<file path="config.mk">
export PLATFORM = sky130hd
export DESIGN_NAME = bp_cfg_regfile
export DESIGN_NICKNAME = d
export VERILOG_FILES = /design/src/rtl/bp_cfg_pkg.sv /design/src/rtl/bp_cfg_core_regs.sv /design/src/rtl/bp_cfg_regfile.sv
export SDC_FILE = /design/constraint.sdc
export NUM_CORES = 1
export LEC_CHECK = 0
export BUFFER_PORTS_ARGS = -buffer_cell sky130_fd_sc_hd__buf_2
export CORE_ASPECT_RATIO = 1.1
export CORE_MARGIN = 2
export CORE_UTILIZATION = 37
export CTS_CLUSTER_DIAMETER = 100
export CTS_CLUSTER_SIZE = 16
export DETAILED_ROUTE_END_ITERATION = 10
export PLACE_DENSITY = 0.84
export SLEW_MARGIN = 30
export SYNTH_ARGS = -nofsm -noshare
export SYNTH_HDL_FRONTEND = slang
export SYNTH_HIERARCHICAL = 1
export SYNTH_SLANG_ARGS = --single-unit
</file>
<file path="constraint.sdc">
create_clock -name clk_i -period 2.5 [get_ports clk_i]
set_input_delay 0.25 -clock clk_i [delete_from_list [all_inputs] [get_ports clk_i]]
set_output_delay 0.25 -clock clk_i [all_outputs]
set_load 0.02 [all_outputs]
</file>
<file path="src/rtl/bp_cfg_pkg.sv">
// bp_cfg_pkg: shared types and constants for the runtime config register file.
package bp_cfg_pkg;
  typedef enum logic [3:0] {
    e_reg_freeze = 4'd0,
    e_reg_icache = 4'd1,
    e_reg_dcache = 4'd2,
    e_reg_cce    = 4'd3,
    e_reg_status = 4'd4
  } bp_cfg_reg_e;
  typedef enum logic [1:0] {e_cache_uncached, e_cache_normal, e_cache_nonspec} bp_cache_mode_e;
  typedef enum logic {e_cce_normal, e_cce_uncached} bp_cce_mode_e;
  typedef enum logic [1:0] {e_ready, e_wait, e_resp} bp_cfg_state_e;
  localparam logic [3:0] cfg_bcast_core_gp = 4'hF;
endpackage

</file>
<file path="src/rtl/bp_cfg_core_regs.sv">
// bp_cfg_core_regs: per-core freeze, cache-mode and CCE-mode registers.
module bp_cfg_core_regs
  import bp_cfg_pkg::*;
(
  input  logic       clk,
  input  logic       rst,
  input  logic       we,
  input  logic [3:0] sel,
  input  logic [1:0] data,
  output logic       freeze,
  output logic [1:0] icache_mode,
  output logic [1:0] dcache_mode,
  output logic       cce_mode
);
  always_ff @(posedge clk or posedge rst) begin
    if (rst) begin
      freeze      <= 1'b1;
      icache_mode <= 2'd0;
      dcache_mode <= 2'd0;
      cce_mode    <= 1'b0;
    end else begin
      freeze      <= (we && sel == e_reg_freeze) ? data[0] : freeze;
      icache_mode <= (we && sel == e_reg_icache) ? data : icache_mode;
      dcache_mode <= (we && sel == e_reg_dcache) ? data : dcache_mode;
      cce_mode    <= (we && sel == e_reg_cce) ? data[0] : cce_mode;
    end
  end
endmodule

</file>
<file path="src/rtl/bp_cfg_regfile.sv">
// bp_cfg_regfile: runtime per-core config register file with freeze handshake sequencing.
// Define BP_CFG_READBACK_EN to enable the read datapath; otherwise every read errors.
module bp_cfg_regfile
  import bp_cfg_pkg::*;
#(
  parameter int num_core_p       = 1,
  parameter int data_width_p     = 64,
  parameter int addr_width_p     = 8,
  parameter int freeze_timeout_p = 255
) (
  input  logic                      clk_i,
  input  logic                      reset_i,
  input  logic                      cfg_v_i,
  input  logic                      cfg_w_i,
  input  logic [addr_width_p-1:0]   cfg_addr_i,
  input  logic [data_width_p-1:0]   cfg_data_i,
  output logic                      cfg_ready_o,
  output logic                      resp_v_o,
  output logic [data_width_p-1:0]   resp_data_o,
  output logic                      resp_err_o,
  input  logic                      resp_yumi_i,
  input  logic [num_core_p-1:0]     core_frozen_i,
  output logic [num_core_p-1:0]     freeze_o,
  output logic [2*num_core_p-1:0]   icache_mode_o,
  output logic [2*num_core_p-1:0]   dcache_mode_o,
  output logic [num_core_p-1:0]     cce_mode_o
);
  localparam int cnt_w = freeze_timeout_p > 0 ? $clog2(freeze_timeout_p + 1) : 1;
  bp_cfg_state_e state;
  logic [cnt_w-1:0] cnt;
  logic [num_core_p-1:0] target, wait_mask, core_we;
  logic [3:0] core_idx, sel;
  logic [1:0] rdata;
  logic bcast, bad_core, bad_sel, err, freeze_up, accept, unused;
  assign core_idx  = cfg_addr_i[7:4];
  assign sel       = cfg_addr_i[3:0];
  assign bcast     = core_idx == cfg_bcast_core_gp;
  assign bad_core  = !bcast && int'(core_idx) >= num_core_p;
  assign bad_sel   = sel > e_reg_status;
  assign accept    = cfg_v_i && cfg_ready_o && state == e_ready;
  assign freeze_up = cfg_w_i && sel == e_reg_freeze && cfg_data_i[0] && |(target & ~freeze_o);
  assign core_we   = target & {num_core_p{accept && cfg_w_i && !err}};
  assign unused    = ^{cfg_data_i, cfg_addr_i};
  always_comb begin
    for (int c = 0; c < num_core_p; c++) target[c] = bcast || int'(core_idx) == c;
  end
`ifdef BP_CFG_READBACK_EN
  assign err = bad_core || bad_sel || (cfg_w_i ? sel == e_reg_status : bcast);
  always_comb begin
    rdata = 2'd0;
    for (int c = 0; c < num_core_p; c++)
      if (int'(core_idx) == c)
        rdata = sel == e_reg_freeze ? {1'b0, freeze_o[c]} :
                sel == e_reg_icache ? icache_mode_o[2*c+:2] :
                sel == e_reg_dcache ? dcache_mode_o[2*c+:2] :
                sel == e_reg_cce    ? {1'b0, cce_mode_o[c]} :
                                      {core_frozen_i[c], freeze_o[c]};
  end
`else
  assign err   = bad_core || bad_sel || !cfg_w_i || sel == e_reg_status;
  assign rdata = 2'd0;
`endif
  for (genvar c = 0; c < num_core_p; c++) begin : g_core
    bp_cfg_core_regs u_regs (
      .clk         (clk_i),
      .rst         (reset_i),
      .we          (core_we[c]),
      .sel         (sel),
      .data        (cfg_data_i[1:0]),
      .freeze      (freeze_o[c]),
      .icache_mode (icache_mode_o[2*c+:2]),
      .dcache_mode (dcache_mode_o[2*c+:2]),
      .cce_mode    (cce_mode_o[c])
    );
  end
  // A freeze raise waits for every targeted core to quiesce or for the timeout.
  always_ff @(posedge clk_i or posedge reset_i) begin
    if (reset_i) begin
      state       <= e_ready;
      cfg_ready_o <= 1'b0;
      resp_v_o    <= 1'b0;
      resp_err_o  <= 1'b0;
      resp_data_o <= '0;
      cnt         <= '0;
      wait_mask   <= '0;
    end else begin
      case (state)
        e_ready: begin
          cfg_ready_o <= !accept;
          if (accept) begin
            resp_data_o <= (cfg_w_i || err) ? '0 : data_width_p'(rdata);
            resp_err_o  <= err;
            wait_mask   <= target;
            cnt         <= '0;
            state       <= (!err && freeze_up) ? e_wait : e_resp;
            resp_v_o    <= err || !freeze_up;
          end
        end
        e_wait: begin
          cnt <= cnt + 1'b1;
          if (&(core_frozen_i | ~wait_mask) || int'(cnt) + 1 >= freeze_timeout_p) begin
            resp_err_o <= !(&(core_frozen_i | ~wait_mask));
            resp_v_o   <= 1'b1;
            state      <= e_resp;
          end
        end
        e_resp: begin
          if (resp_yumi_i) begin
            resp_v_o    <= 1'b0;
            cfg_ready_o <= 1'b1;
            state       <= e_ready;
          end
        end
        default: state <= e_ready;
      endcase
    end
  end
endmodule

</file>
==> reports/results.ini <==
[finish]
fill_cells = 432
nNetsFinal = 294
drive_gt1_frac = 0.186
diodes = 0
final_util = 0.390
multi_input_area_um2 = 836
seq_area_um2 = 502
area_delta_synth_final_pct = 1.92

[grt]
grt_util_all_layers = 0.115
grt_pass1_vias = 1007
grt_pass1_wl_um = 4350
grt_antenna_before_repair = 0
grt_max_degree = 15
grt.overflow.total = 0

[synthesis]
synth-compound-area-share = 0.0992
synth_cell_types = 36
syn_area_um2 = 1630
synthSimpleGateAreaFrac = 0.145
ys_ff_latch = 20
avgSynthCellArea_um2 = 8.90
synth_warnings = 6
yosysSeqAreaShare = 0.308
netlist_instances = 183
synth_edf_count = 0
synth_flop_cell = dfrtp_1
muxShareOfSynthArea = 0.0676
async_flop_share = 1.00
synthXorXnorAreaFrac = 0.0161
synth_top_family_by_area = buffers and inverters
synthAdderAreaFrac = 0.0384

[clocking]
cts.path.max_buffers = 2
post_cts_buffers = 0
cts.sinks = 20
clk_latency_ns = 0.27
htreeDepth = 1
cts_tree = done
clkTransAtPathRegs_ns = 0.08
cts_root_buffer = clkbuf_8
cts_buffers = 3

[min_path]
hp-class = in2reg
whs_path_depth = 2

[route]
wl_met3_um = 224
routed_wl_um = 2610
vias = 1147
routedWlPerCell_um = 9.89
met2_length_um = 1300
wl_met1_um = 1030
drc = 0
ant_nets = 0
vias_per_cell = 4.34
drt-pass1-iter-count = 4
drt_iter0_drc = 18
top_layer_used = met4

[worst_setup_path]
critPathRequiredTime_ns = 2.65
cp_slowest_cell = dfrtp_1
crit_arrival_ns = 2.31
reg2reg_depth = 6
cpPeakStageDelay_ns = 0.45
crit_chain = ha_1 > nand3_1 > xor2_1 > o41ai_2 > o311ai_1 > mux2_1
end_kind = flip-flop
critPathMaxFanout = 7
cp-start-kind = flip-flop
critPathKind = reg2reg

[pwr]
p_comb_frac = 0.333
power.total_mw = 1.06
power_switching_mw = 0.374
peakVddDrop_uv = 411
power.internal_mw = 0.682
power_density_nw_per_um2 = 636
clock_power_share = 0.312
p_leak_nw = 0.887
switching_share = 0.354
power_frac_seq = 0.355

[outcome]
outcome = complete, no violations

[timing]
min_period_ns = 2.16
finalHoldViolCount = 0
max_freq_mhz = 463
max_slew_margin = 0.624
fin_crit_sh = 0.864
max_slew.worst_pin.slew_ns = 0.564
rsz0062_at_grt = false
finalSetupViolations = 0
timing.hold.ws_ns = 0.202
finalSetupTns_ns = 0
finClkSkew_ns = 0.00107
maxSlewViolCount = 0

[placed_design]
portBuffers = 24
gp_routability_congestion = 0.846
hpwl_um = 2060

[floorplan]
pin_count = 151
design.die.area_um2 = 4950
die_h_um = 73.6
rows = 25
initial_core_util = 0.383
coreArea_um2 = 4250
die_w_um = 67.2

[run]
cap_viol_max_count = 0

cell usage after synthesis, types with 2 or more instances:
cell type | instances | area share
nand2_1 | 11 | 0.025
clkbuf_1 | 3 | 0.0069
mux2_1 | 5 | 0.035
mux2i_1 | 2 | 0.012
and3_1 | 3 | 0.012
nand3_1 | 7 | 0.022
ha_1 | 5 | 0.038
a21oi_1 | 4 | 0.012
xor2_1 | 2 | 0.011
buf_4 | 64 | 0.30
mux2_2 | 3 | 0.021
o21ai_0 | 11 | 0.034
nor2_1 | 9 | 0.021
nor4b_1 | 2 | 0.011
nand3b_1 | 3 | 0.014
dfrtp_1 | 19 | 0.29
nand4_1 | 2 | 0.0077
o31ai_1 | 2 | 0.0092
inv_1 | 8 | 0.018
a31oi_1 | 2 | 0.0077
layer usage:
metal,up-vias,global-route usage
met3,5,0.0168
li1,544,-
met4,0,0.0658
met2,66,0.205
met5,-,0
met1,532,0.128
timing repair:
| item | in CTS | in global routing |
|---|---|---|
| gates resized for setup | 0 | 0 |
| hold endpoints to repair | 5 | 0 |
| hold buffers | 1 | 0 |
worst max-delay path: cells and delay by family, from the launching register on:
| kind | cells | cell delay, ns |
|---|---|---|
| multiplexers | 1 | 0.33 |
| AO/OA/AOI/OAI | 2 | 0.62 |
| flip-flops | 1 | 0.45 |
| AND/OR/NAND/NOR | 1 | 0.13 |
| XOR/XNOR | 1 | 0.18 |
| adder cells (fa/ha/maj) | 1 | 0.33 |
cells in the final DEF (no fill, tap or decap), types with 4 or more instances in the layout:
cell / n
dfrtp_1: 19
conb_1: 64
nand3_1: 7
ha_1: 5
o21ai_0: 11
buf_2: 24
nor2_1: 9
mux2_1: 5
inv_1: 8
nand2_1: 11
a21oi_1: 4
registers in the layout (all words and copies together), names as in the netlist:
name	cells
cfg_ready_o	1
resp_v_o	1
cnt	8
g_core.u_regs/dcache_mode	2
g_core.u_regs/cce_mode	1
state	2
resp_err_o	1
g_core.u_regs/freeze	1
wait_mask	1
g_core.u_regs/icache_mode	2
power groups by stage:
stage	logic (mW)	registers [mW]	clock network (mW)
after floorplan	0.326	0.402	0
after global placement	0.342	0.380	0
after detailed placement	0.348	0.382	0
after CTS	0.352	0.376	0.333
after global routing	0.393	0.381	0.348
final	0.351	0.375	0.329
logic make-up (layout without fill, tap and decap cells):
family / after synthesis / after routing
AOI/OAI and AO/OA: 25 / 25
xor gates and xnor gates: 3 / 3
adders and majority gates: 5 / 5
buffers and inverters: 76 / 40
DFF: 20 / 20
muxes: 10 / 10
other: 1 / 64
and+or+nand+nor: 43 / 43
final cells by class:
class	instances	share of cell area
multi-input combinational	150	0.504
sequential	20	0.302
timing repair buffer	28	0.0920
tap	54	0.0407
clock buffer	3	0.0249
clock inverter	1	0.0181
inverter	8	0.0181
path summary, 6_finish.rpt:
| path | start | end | slack, ns |
|---|---|---|---|
| min reg2reg | g_core[0].u_regs/icache_mode[1] | g_core[0].u_regs/icache_mode[1] | 0.49 |
| min in group asynchronous | reset_i | g_core[0].u_regs/icache_mode[1] | 0.44 |
| max | cnt[0] | resp_v_o | 0.34 |
| max reg2reg | cnt[0] | resp_v_o | 0.34 |
| min | cfg_data_i[1] | g_core[0].u_regs/icache_mode[1] | 0.20 |
| max in group asynchronous | reset_i | state[1] | 1.55 |
stage by stage:
step | cells | cell area [um^2] | setup WS (ns)
final | 264 | 1660 | 0.340
after floorplan | 246 | 1860 | 0.556
after global placement | 259 | 1580 | 0.404
after CTS | 264 | 1660 | 0.357
after global routing | 264 | 1660 | 0.277
after detailed placement | 259 | 1580 | 0.336
No activity file was read; power rests on OpenSTA's default activity.
